===== config.mk =====
export PLATFORM = sky130hd
export DESIGN_NAME = grid_mem_collapse
export DESIGN_NICKNAME = d
export VERILOG_FILES = /design/src/rtl/grid_mem_collapse.sv
export SDC_FILE = /design/constraint.sdc
export NUM_CORES = 2
export LEC_CHECK = 0
export ABC_CLOCK_PERIOD_IN_PS = 14500
export BUFFER_PORTS_ARGS = -buffer_cell sky130_fd_sc_hd__buf_4
export CAP_MARGIN = 0
export CORE_ASPECT_RATIO = 1.5
export CORE_UTILIZATION = 30
export CTS_CLUSTER_DIAMETER = 120
export DETAILED_ROUTE_END_ITERATION = 10
export PLACE_DENSITY = 0.47
export SYNTH_ARGS = -nofsm -noshare
export SYNTH_HDL_FRONTEND = slang
export SYNTH_SLANG_ARGS = --single-unit

===== constraint.sdc =====
create_clock -name clk -period 14.5 [get_ports clk]
set_input_delay 0.725 -clock clk [delete_from_list [all_inputs] [get_ports clk]]
set_output_delay 0.725 -clock clk [all_outputs]
set_load 0.01 [all_outputs]

===== src/rtl/grid_mem_collapse.sv =====
// grid_mem_collapse: ROWS x COLS grid RAM with a post-reset clear sweep and a line-collapse engine.
// Define GRID_MEM_ROWFULL_EN to add full-row detection outputs.
module grid_mem_collapse #(
  parameter int DATA_W = 8,
  parameter int COL_W = 3,
  parameter int ROW_W = 5,
  localparam int ADDR_W = ROW_W + COL_W
) (
  input  logic              clk,
  input  logic              reset,
  input  logic [DATA_W-1:0] data_a,
  input  logic [ADDR_W-1:0] addr_a,
  input  logic              we_a,
  output logic [DATA_W-1:0] q_a,
  input  logic [ADDR_W-1:0] addr_b,
  output logic [DATA_W-1:0] q_b,
  input  logic              collapse_req,
  input  logic [ROW_W-1:0]  collapse_row,
  output logic              busy,
  output logic              done
`ifdef GRID_MEM_ROWFULL_EN
  ,
  output logic              row_full_valid,
  output logic [ROW_W-1:0]  row_full_idx
`endif
);
  localparam int ROWS = 2**ROW_W;
  localparam int COLS = 2**COL_W;
  typedef enum logic [2:0] {CLEAR, IDLE, COL_RD, COL_WR, TOP_CLR} state_t;
  state_t state, state_n;
  logic [ROW_W-1:0] row, row_n;
  logic [COL_W-1:0] col, col_n;
  logic [DATA_W-1:0] hold;
  logic [DATA_W-1:0] mem [2**ADDR_W];
  logic wr_en;
  logic [ADDR_W-1:0] wr_addr;
  logic [DATA_W-1:0] wr_data;
  logic col_last;
  assign col_last = &col;
  assign busy = state != IDLE;
  // One write source per cycle: user in IDLE, otherwise the sweep or the engine at {row, col}.
  always_comb begin
    state_n = state;
    row_n = row;
    col_n = col;
    wr_en = 1'b0;
    wr_addr = {row, col};
    wr_data = '0;
    case (state)
      CLEAR: begin
        wr_en = 1'b1;
        {row_n, col_n} = {row, col} + 1'b1;
        state_n = &{row, col} ? IDLE : CLEAR;
      end
      IDLE: begin
        wr_en = we_a;
        wr_addr = addr_a;
        wr_data = data_a;
        row_n = collapse_req ? collapse_row : row;
        col_n = collapse_req ? '0 : col;
        state_n = !collapse_req ? IDLE : (collapse_row == '0) ? TOP_CLR : COL_RD;
      end
      COL_RD: state_n = COL_WR;
      COL_WR: begin
        wr_en = 1'b1;
        wr_data = hold;
        col_n = col + 1'b1;
        row_n = col_last ? row - 1'b1 : row;
        state_n = (col_last && row == ROW_W'(1)) ? TOP_CLR : COL_RD;
      end
      TOP_CLR: begin
        wr_en = 1'b1;
        col_n = col + 1'b1;
        state_n = col_last ? IDLE : TOP_CLR;
      end
      default: state_n = CLEAR;
    endcase
  end
  always_ff @(posedge clk) begin
    if (reset) begin
      state <= CLEAR;
      row <= '0;
      col <= '0;
      done <= 1'b0;
      q_a <= '0;
      q_b <= '0;
    end else begin
      state <= state_n;
      row <= row_n;
      col <= col_n;
      done <= state == TOP_CLR && col_last;
      q_b <= mem[addr_b];
      if (state == IDLE) q_a <= we_a ? data_a : mem[addr_a];
    end
  end
  always_ff @(posedge clk) begin
    if (wr_en && !reset) mem[wr_addr] <= wr_data;
    if (state == COL_RD) hold <= mem[{row - 1'b1, col}];
  end
`ifdef GRID_MEM_ROWFULL_EN
  logic [COLS-1:0] occ [ROWS];
  logic full_any, rf_valid;
  logic [ROW_W-1:0] full_idx, rf_idx;
  // Last match wins, so the highest-numbered full row is reported.
  always_comb begin
    full_any = 1'b0;
    full_idx = '0;
    for (int i = 0; i < ROWS; i++) begin
      if (&occ[i]) begin
        full_any = 1'b1;
        full_idx = ROW_W'(i);
      end
    end
  end
  always_ff @(posedge clk) begin
    if (wr_en && !reset) occ[wr_addr[ADDR_W-1:COL_W]][wr_addr[COL_W-1:0]] <= |wr_data;
    rf_valid <= reset ? 1'b0 : full_any;
    rf_idx <= reset ? '0 : full_idx;
  end
  assign row_full_valid = rf_valid && !busy;
  assign row_full_idx = busy ? '0 : rf_idx;
`endif
endmodule


==> impl_metrics.ini <==
[run_status]
violations = design-rule violations, max-capacitance violations, max-slew violations
status = finished, violations left

[routing]
wl_met1_mm = 177
drt_first_pass_iters = 9
routed_wl_mm = 501
wl_met2_mm = 245
route.met3.wl_mm = 37.5
wire_per_inst_um = 45.0
drcViolationCount = 12
vias = 70400
ant_nets = 0
top_layer = met5
drt-initial-drc-count = 9269
viasPerCell = 6.32

[timing]
setup_viol = 0
max_freq_ghz = 0.161
drv_slew = 1
fin_crit_ns = 6.23
tightest_slew_ns = 1.51
period_share = 0.429
skew_ns = 0.0635
relSlewSlack = -0.00353
rsz0062_at_grt = false
hold_viol = 0
setup_tns_ns = 0
holdWs_ns = 0.191

[clock_tree]
cts_sinks = 2084
cts-hold-fix-buffers = 0
ctsLongestPathBuffers = 4
post_cts_buffers = 0
clock_latency_ns = 0.93
clkSlewWorstSetupHoldPaths_ns = 0.07
htree_levels = 4
root_buffer = clkbuf_16
numCtsBuffers = 217
cts_resized = 0
cts_tree = built

[yosys]
yosys_most_used_dff = edfxtp_1
synthArstFlopShare = 0
yosysTopAreaCell = edfxtp_1
netlist.area_leader.share = 0.542
synth_area_mm2 = 0.114
synth_cell_type_count = 70
synthCells = 5906
ys_seq_area_frac = 0.546
syn_area_per_cell_um2 = 19.3
netlist_top_cells_area = edfxtp_1 (54%), mux4_2 (35%), mux2i_1 (1.8%), nor2_1 (1.2%), nand2_1 (0.79%)
synth_fp_nets = 5944
yosys_warnings = 0
synth_edf_count = 2056
synth.ff_latch_count = 2084

[finish]
multi_input_area_mm2 = 0.0494
final_core_util = 0.339
postLayoutCellArea_mm2 = 0.128
area_delta_synth_final_pct = 12.4
fin_nets = 5985
fillerInstances = 35200
layout-drive-gt1-share = 0.433
seqCellArea_mm2 = 0.0623

[grt]
grt_max_degree = 107
grt_pass1_vias = 71600
grtUsageTotal = 0.260
gr-total-overflow = 0
grt_antenna_before_repair = 37
grt_pass1_wl_mm = 671

[critical_path]
cp_common_cell = buf_4
end_kind = flop
cpMaxStageDelayCell = buf_4
startpoint_type = flop
worst-path-max-fanout = 44
worstPathRequired_ns = 15.17
path_cells = buf_4 -> buf_4 -> buf_4 -> buf_4 -> mux4_2 -> mux4_2 -> mux4_2 -> a22oi_1 -> nand2_1
crit_type = reg -> reg
cpPeakStageDelay_ns = 0.86
cp.arrival_ns = 6.89

[pwr]
p_leak_nw = 38.9
p_total_mw = 14.1
peakVddDrop_uv = 114
powerDensity_mw_per_mm2 = 110

[min_path]
hold_path_class = in -> reg

[floorplan]
initial_utilization = 0.302
die_width_um = 505
num_io_pins = 51
rows = 276
die_area_mm2 = 0.383
core_area_mm2 = 0.377
die_y_um = 757

[run]
drv_cap = 3

[place]
dp_hpwl_mm = 337
post_dp_cell_area_mm2 = 0.121
io_buffers = 50
gp_congestion = 0.930
## layout make-up
type / instances / area share
inverters: 9 / 0.000400
repair buffers: 378 / 0.0240
well taps: 5004 / 0.0489
clock inverters: 130 / 0.00998
flip-flops and latches: 2084 / 0.486
diodes: 17 / 0.000332
multi-input cells: 3257 / 0.386
clock buffers: 264 / 0.0443
## state kept, by name, summed over array words and instances, names as in the netlist
name,cells
state,3
hold,8
q_a,8
col,3
done,1
mem,2048
row,5
q_b,8
## synthesized netlist by cell type (all sizes together), types with 21 or more instances
| library cell | count |
|---|---|
| nor2b | 21 |
| nor2 | 363 |
| nand3 | 91 |
| a31oi | 26 |
| dfxtp | 28 |
| a21oi | 43 |
| buf | 319 |
| nand2 | 239 |
| a211oi | 31 |
| clkbuf | 237 |
| o221ai | 21 |
| a22oi | 41 |
| edfxtp | 2056 |
| o21ai | 64 |
| mux2i | 203 |
| mux4 | 1774 |
| o22ai | 66 |
## layout by cell type (no fill, tap or decap), types with 11 or more instances in the layout
| cell | count |
|---|---|
| a2111oi_0 | 17 |
| a211oi_1 | 30 |
| a21oi_1 | 43 |
| a221o_1 | 11 |
| a221oi_1 | 15 |
| a22oi_1 | 41 |
| a31oi_1 | 26 |
| a32oi_1 | 20 |
| buf_12 | 14 |
| buf_4 | 353 |
| bufinv_16 | 21 |
| clkbuf_1 | 44 |
| clkbuf_16 | 220 |
| clkinv_1 | 38 |
| clkinv_2 | 42 |
| clkinv_4 | 11 |
| clkinvlp_4 | 11 |
| dfxtp_1 | 25 |
| diode_2 | 17 |
| edfxtp_1 | 2056 |
| mux2_2 | 17 |
| mux2i_1 | 203 |
| mux4_2 | 1774 |
| nand2_1 | 239 |
| nand3_1 | 83 |
| nor2_1 | 235 |
| nor2_2 | 118 |
| nor2b_1 | 15 |
| nor3_1 | 20 |
| o21ai_0 | 57 |
| o221ai_1 | 21 |
| o22ai_1 | 66 |
| or3_1 | 12 |
## stage by stage
stage / std cells / setup slack [ns]
6_report: 11100 / 8.27
5_1_grt: 11100 / 7.91
4_1_cts: 11100 / 8.21
3_5_place_dp: 10700 / 8.22
3_3_place_gp: 10700 / 8.21
2_1_floorplan: 5906 / 6.07
## report_power, final
part	total (mW)	internal, mW	switching [mW]
clock network	5.77	3.16	2.61
logic	1.74	0.718	1.02
registers	6.55	6.52	0.0245
total	14.1	10.4	3.66
## critical path, delay by kind of cell, from the launching register on
family,cells,cell delay [ns]
flip-flops,1,0.56
AND/OR/NAND/NOR,1,0.12
multiplexers,3,1.60
AO/OA/AOI/OAI,1,0.46
buffers and inverters,4,3.02
## routing by layer
metal / GRT usage / vias up
li1: - / 26200
met3: 0.0473 / 1020
met1: 0.304 / 39100
met4: 0.180 / 16
met5: 0 / -
met2: 0.432 / 4050
## path summary, 6_finish.rpt
kind / startpoint / end / slack [ns] / cells past startpoint
setup / recovery: col[0] / hold[4] / 8.27 / 9
setup reg to reg: col[0] / hold[4] / 8.27 / 9
hold reg to reg: q_a[6] / q_a[6] / 0.69 / 2
hold / removal: collapse_req / state[0] / 0.19 / 3
## cells by family (layout without fill, tap and decap cells)
| group | count (synthesis) | count (layout) | synth area share |
|---|---|---|---|
| AO/OA/AOI/OAI | 418 | 418 | 0.0258 |
| XOR/XNOR | 14 | 14 | 0.00108 |
| adder cells (fa/ha/maj) | 5 | 5 | 0.000549 |
| flip-flops | 2084 | 2084 | 0.546 |
| AND/OR/NAND/NOR | 826 | 826 | 0.0312 |
| buffers and inverters | 565 | 781 | 0.0250 |
| multiplexers | 1994 | 1994 | 0.370 |
| other | 0 | 17 | 0 |
No activity file was read; power rests on OpenSTA's default activity.
